File: src/rtl/lsu_pkg.sv
// Shared types and helpers for the load/store unit: size/state encodings,
// alignment check and byte-enable generation.
package lsu_pkg;

    typedef enum logic [1:0] {SZ_BYTE, SZ_HALF, SZ_WORD, SZ_ILL} lsu_size_t;
    typedef enum logic [1:0] {LSU_IDLE, LSU_BUSY, LSU_DONE} lsu_state_t;

    localparam int NUM_LANES = 4;

    function automatic logic is_misaligned(input lsu_size_t size, input logic [1:0] offset);
        logic bad;
        case (size)
            SZ_BYTE: bad = 1'b0;
            SZ_HALF: bad = offset[0];
            SZ_WORD: bad = (offset != 2'b00);
            default: bad = 1'b1;
        endcase
        return bad;
    endfunction

    function automatic logic [NUM_LANES-1:0] byte_enable(input lsu_size_t size, input logic [1:0] offset);
        logic [NUM_LANES-1:0] be;
        case (size)
            SZ_BYTE: be = 4'b0001 << offset;
            SZ_HALF: be = 4'b0011 << offset;
            SZ_WORD: be = 4'b1111;
            default: be = 4'b0000;
        endcase
        return be;
    endfunction

endpackage

File: src/rtl/lsu_load_align.sv
// Combinational load alignment: picks the addressed lane out of the read word
// and sign- or zero-extends it to 32 bits.
module lsu_load_align
    import lsu_pkg::*;
(
    input  logic [31:0] i_rdata,
    input  logic [1:0]  i_offset,
    input  lsu_size_t   i_size,
    input  logic        i_unsigned,
    output logic [31:0] o_data
);

    logic [7:0]  w_byte;
    logic [15:0] w_half;
    logic        w_sign;

    // Halves are only ever accessed at offsets 0 or 2, so offset[1] picks the lane.
    assign w_half = i_offset[1] ? i_rdata[31:16] : i_rdata[15:0];

    always_comb begin
        case (i_offset)
            2'd0:    w_byte = i_rdata[7:0];
            2'd1:    w_byte = i_rdata[15:8];
            2'd2:    w_byte = i_rdata[23:16];
            default: w_byte = i_rdata[31:24];
        endcase
    end

    always_comb begin
        o_data = '0;
        w_sign = 1'b0;
        case (i_size)
            SZ_BYTE: begin
                w_sign = ~i_unsigned & w_byte[7];
                o_data = {{24{w_sign}}, w_byte};
            end
            SZ_HALF: begin
                w_sign = ~i_unsigned & w_half[15];
                o_data = {{16{w_sign}}, w_half};
            end
            SZ_WORD: o_data = i_rdata;
            default: o_data = '0;
        endcase
    end

endmodule

File: src/rtl/load_store_unit.sv
// Multi-cycle load/store stage: latches a core request, runs one word-aligned
// memory access under a req/ready handshake, and stalls the core until done.
module load_store_unit
    import lsu_pkg::*;
#(
    parameter int ADDR_W = 32,
    parameter int DATA_W = 32
) (
    input  logic                 i_clk,
    input  logic                 i_rst,
    input  logic                 i_req_valid,
    input  logic                 i_req_we,
    input  logic [1:0]           i_req_size,
    input  logic                 i_req_unsigned,
    input  logic [ADDR_W-1:0]    i_req_addr,
    input  logic [DATA_W-1:0]    i_req_wdata,
    output logic                 o_stall,
    output logic [DATA_W-1:0]    o_load_data,
    output logic                 o_load_valid,
    output logic                 o_fault,
    output logic                 o_mem_req,
    output logic                 o_mem_we,
    output logic [ADDR_W-1:0]    o_mem_addr,
    output logic [NUM_LANES-1:0] o_mem_be,
    output logic [DATA_W-1:0]    o_mem_wdata,
    input  logic                 i_mem_ready,
    input  logic [DATA_W-1:0]    i_mem_rdata
);

    lsu_state_t        r_state;
    lsu_state_t        w_next;
    logic              r_we;
    logic              r_uns;
    lsu_size_t         r_size;
    logic [ADDR_W-1:0] r_addr;
    logic [DATA_W-1:0] r_wdata;
    logic [DATA_W-1:0] r_load_data;

    lsu_size_t         w_req_size;
    logic              w_err;
    logic              w_latch;
    logic              w_capture;
    logic [DATA_W-1:0] w_aligned;

    assign w_req_size = lsu_size_t'(i_req_size);
    assign w_err      = is_misaligned(w_req_size, i_req_addr[1:0]);

    lsu_load_align u_align (
        .i_rdata    (i_mem_rdata),
        .i_offset   (r_addr[1:0]),
        .i_size     (r_size),
        .i_unsigned (r_uns),
        .o_data     (w_aligned)
    );

    always_ff @(posedge i_clk or posedge i_rst) begin
        if (i_rst) begin
            r_state <= LSU_IDLE;
        end else begin
            r_state <= w_next;
        end
    end

    always_comb begin
        w_next       = r_state;
        o_stall      = 1'b0;
        o_fault      = 1'b0;
        o_mem_req    = 1'b0;
        o_load_valid = 1'b0;
        w_latch      = 1'b0;
        w_capture    = 1'b0;
        case (r_state)
            LSU_IDLE: begin
                if (i_req_valid) begin
                    if (w_err) begin
                        o_fault = 1'b1;
                    end else begin
                        w_latch = 1'b1;
                        o_stall = 1'b1;
                        w_next  = LSU_BUSY;
                    end
                end
            end
            LSU_BUSY: begin
                o_mem_req = 1'b1;
                o_stall   = 1'b1;
                if (i_mem_ready) begin
                    w_capture = ~r_we;
                    w_next    = LSU_DONE;
                end
            end
            LSU_DONE: begin
                // The core still presents the completing instruction here; it must not re-issue.
                o_load_valid = ~r_we;
                w_next       = LSU_IDLE;
            end
            default: w_next = LSU_IDLE;
        endcase
        if (i_rst) begin
            o_stall      = 1'b0;
            o_fault      = 1'b0;
            o_mem_req    = 1'b0;
            o_load_valid = 1'b0;
            w_latch      = 1'b0;
            w_capture    = 1'b0;
        end
    end

    always_ff @(posedge i_clk or posedge i_rst) begin
        if (i_rst) begin
            r_we        <= 1'b0;
            r_uns       <= 1'b0;
            r_size      <= SZ_BYTE;
            r_addr      <= '0;
            r_wdata     <= '0;
            r_load_data <= '0;
        end else begin
            if (w_latch) begin
                r_we    <= i_req_we;
                r_uns   <= i_req_unsigned;
                r_size  <= w_req_size;
                r_addr  <= i_req_addr;
                r_wdata <= i_req_wdata;
            end
            if (w_capture) begin
                r_load_data <= w_aligned;
            end
        end
    end

    always_comb begin
        case (r_size)
            SZ_BYTE: o_mem_wdata = {4{r_wdata[7:0]}};
            SZ_HALF: o_mem_wdata = {2{r_wdata[15:0]}};
            default: o_mem_wdata = r_wdata;
        endcase
    end

    assign o_mem_we    = r_we;
    assign o_mem_addr  = {r_addr[ADDR_W-1:2], 2'b00};
    assign o_mem_be    = r_we ? byte_enable(r_size, r_addr[1:0]) : '0;
    assign o_load_data = o_fault ? '0 : r_load_data;

endmodule

File: config.mk
export PLATFORM = sky130hd
export DESIGN_NAME = load_store_unit
export DESIGN_NICKNAME = d
export VERILOG_FILES = /design/src/rtl/lsu_pkg.sv /design/src/rtl/lsu_load_align.sv /design/src/rtl/load_store_unit.sv
export SDC_FILE = /design/constraint.sdc
export NUM_CORES = 1
export LEC_CHECK = 0
export CORE_ASPECT_RATIO = 1.2
export CORE_UTILIZATION = 40
export CTS_CLUSTER_DIAMETER = 100
export DETAILED_ROUTE_END_ITERATION = 7
export PLACE_DENSITY_LB_ADDON = 0.25
export SYNTH_ARGS = -nofsm -noshare
export SYNTH_HDL_FRONTEND = slang
export SYNTH_SLANG_ARGS = --single-unit
File: constraint.sdc
create_clock -name i_clk -period 3.4 [get_ports i_clk]
set_input_delay 0.85 -clock i_clk [delete_from_list [all_inputs] [get_ports i_clk]]
set_output_delay 0.85 -clock i_clk [all_outputs]
set_load 0.03 [all_outputs]
==> results.toml, run 1 <==
[logic_synthesis]
async_reset_ff_share_pct = 100
synthFlopType = "dfrtp_1"
yosys.area_share.simple_pct = 11.5
syn_area_sq_mm = 0.00536
synth-edff-count = 0
synth-adder-area-share_pct = 0
yosys_warnings = 0
synth_top_area_cell = "dfrtp_1"
yosys-top-cells-area = "dfrtp_1 48%, mux2_2 18%, buf_4 5.7%"
synthXorXnorAreaFrac_pct = 0
synthMuxAreaShare_pct = 24.0
synth_common_cells = "102 x dfrtp_1, 86 x mux2_2, 55 x nor2_1"
synth_cell_type_count = 33
synth.most_common_cell = "dfrtp_1"
synth_compound_area_share_pct = 8.15
synth_top_family_by_area = "multiplexers"
syn-instance-count = 480
syn_avg_cell_area_sq_um = 11.2
ys_seq_area_share_pct = 47.6
synth_top_area_share_pct = 47.6
synth_seq_cells = 102

[pwr]
power_mw = 6.66
p_leak_nw = 3.23
vdd_drop_max_v = 0.000521
powerDensity_mw_per_mm2 = 873

[placed_design]
placed_cells = 797
dp_hpwl_mm = 10.6
portBuffers = 206
dpl_cell_area_sq_mm = 0.00731
gp_congestion = 0.897

[clocking]
root_buffer = "clkbuf_16"
clock_latency_ns = 0.34
htree_levels = 3
ctsResizeCount = 0
post-cts-setup-buffer-count = 0
cts_buffers = 9
hold_buffers = 0
clk_transition_reported_paths_ns = 0.07
cts_buffer_depth = 2
cts_sinks = 102
cts_tree = "done"

[route]
totalWireLength_mm = 14.3
wl_per_cell_microns = 17.6
drt_iter0_drc = 145
vias = 4183
drtPass1Iterations = 4
ant_nets = 0
drcViolationCount = 0
viasPerCell = 5.15

[sta]
clock_skew_ns = 0.00743
finalSetupTns_ns = 0
finalSetupViolations = 0
fmax_mhz = 302
tightest_slew_ns = 1.23
rsz0062_at_grt = "false"
hold_viol_final = 0
finalMaxSlewViolations = 0
min_period_ns = 3.31
fin_crit_sh_pct = 97.5
whs_ns = 0.495
slew_headroom_pct = 17.7

[critical_path]
endpoint = "o_load_data[22]"
rrSetupSlack_ns = 0.96
r2r_end = "r_load_data[22]$_DFFE_PP0P_"
crit_arrival_ns = 2.46
reg2reg_from = "r_addr[1]$_DFFE_PP0P_"
slowest_delay_ns = 0.54
path_buf_inv = 3
required_ns = 2.55
crit_chain = "clkdlybuf4s50_1 > o31ai_2 > nor2_2 > buf_12 > nor2b_1 > buf_4"
reg2reg_depth = 5
cp-startpoint = "i_req_size[0]"
crit_path_max_fanout = 33
cp_num_cells = 6
slowest_stage = "o31ai_2"
path_delay_family = "buffers and inverters"
worst_setup_path_end_kind = "output port"
cp-start-kind = "input port"
crit_type = "input port to output port"

[flow_run]
maxCapViolCount = 0

[grt]
grt_usage_pct = 21.2
grt_max_degree = 69
gr-total-overflow = 0
first_global_vias = 4282
antenna_found_initial = 0
grt_pass1_wl_mm = 22.5

[final_layout]
final_area_sq_mm = 0.00763
fin_nets = 748
drive_gt1_share_pct = 27.7
antennaDiodeCount = 0
area_growth_pct = 42.4
final_cells = 813

[worst_hold_path]
hp-class = "flop to flop"

[status]
status = "completed"

[die]
start_util_pct = 41.7
die_w_microns = 108
io_pins = 209
coreArea_sq_mm = 0.0128
rows = 45
die_h_microns = 129
dieArea_sq_mm = 0.0139
layer usage:
metal	global-route usage (%)	vias up	routed length (microns)
met5	0	-	0
met3	5.32	17	1130
met1	25.9	2047	5560
li1	-	1951	-
met2	36.0	168	7350
met4	7.90	0	253
tightest hold or removal path, cell delays in order, from the launching register on:
cell,delay [ns]
dfrtp_1,0.34
nor2_1,0.04
nor2_1,0.07
kinds of logic (layout without fill, tap and decap cells):
kind of cell	Yosys count	count (layout)
AND/OR/NAND/NOR	132	132
multiplexers	109	109
flip-flops	102	102
buffers and inverters	74	242
AO/OA/AOI/OAI	62	62
other	1	2
state kept, by name, indices dropped and copies added, names as in the netlist:
register / flops
r_addr: 32
r_load_data: 32
r_wdata: 32
r_size: 2
r_state: 2
o_mem_we: 1
r_uns: 1
how the worst min path moves through the flow:
stage	from	end	slack, ns	cells after the start
after floorplan	r_load_data[0]$_DFFE_PP0P_	r_load_data[0]$_DFFE_PP0P_	0.46	2
final	r_load_data[2]$_DFFE_PP0P_	r_load_data[2]$_DFFE_PP0P_	0.50	2
after detailed placement	r_load_data[2]$_DFFE_PP0P_	r_load_data[2]$_DFFE_PP0P_	0.48	2
after global routing	r_wdata[17]$_DFFE_PP0P_	r_wdata[17]$_DFFE_PP0P_	0.51	1
after global placement	r_load_data[2]$_DFFE_PP0P_	r_load_data[2]$_DFFE_PP0P_	0.48	2
after CTS	r_load_data[2]$_DFFE_PP0P_	r_load_data[2]$_DFFE_PP0P_	0.50	2
placed cells by master, fill, tap and decap left out, drive strengths merged, types with 2 or more instances in the layout:
cell type,n
a21oi,5
nor2b,35
clkbuf,10
dfrtp,102
o21ai,18
inv,4
nor2,56
nand2,33
conb,2
nor3,2
o21a,2
clkdlybuf4s50,158
mux4,7
clkinvlp,2
bufinv,2
mux2,86
buf,65
mux2i,16
a221oi,7
a211oi,24
through the flow:
stage,utilization (%),setup WS [ns]
6_report,59.4,0.0866
5_1_grt,59.4,0.000838
4_1_cts,59.4,0.0844
3_5_place_dp,56.9,0.0849
3_3_place_gp,56.9,0.170
2_1_floorplan,-,0.405
report_power, final:
group | internal [mW] | switching, mW
Sequential | 1.68 | 0.332
Combinational | 1.61 | 1.92
Clock | 0.652 | 0.463
layout make-up:
type,instances,area [sq um]
multi-input combinational,305,2370
fill,1091,5210
tap,164,205
sequential,102,2550
clock buffer,10,229
clock inverter,6,92.6
inverter,3,15.0
timing repair buffer,223,2170
Power figures use the tool's default switching activity.
==> run 2: changes to the inputs <==
Settings changed: SKIP_LAST_GASP set to 1.
==> results of run 2 <==
Final layout, timing and power as in run 1 (identical DEF).
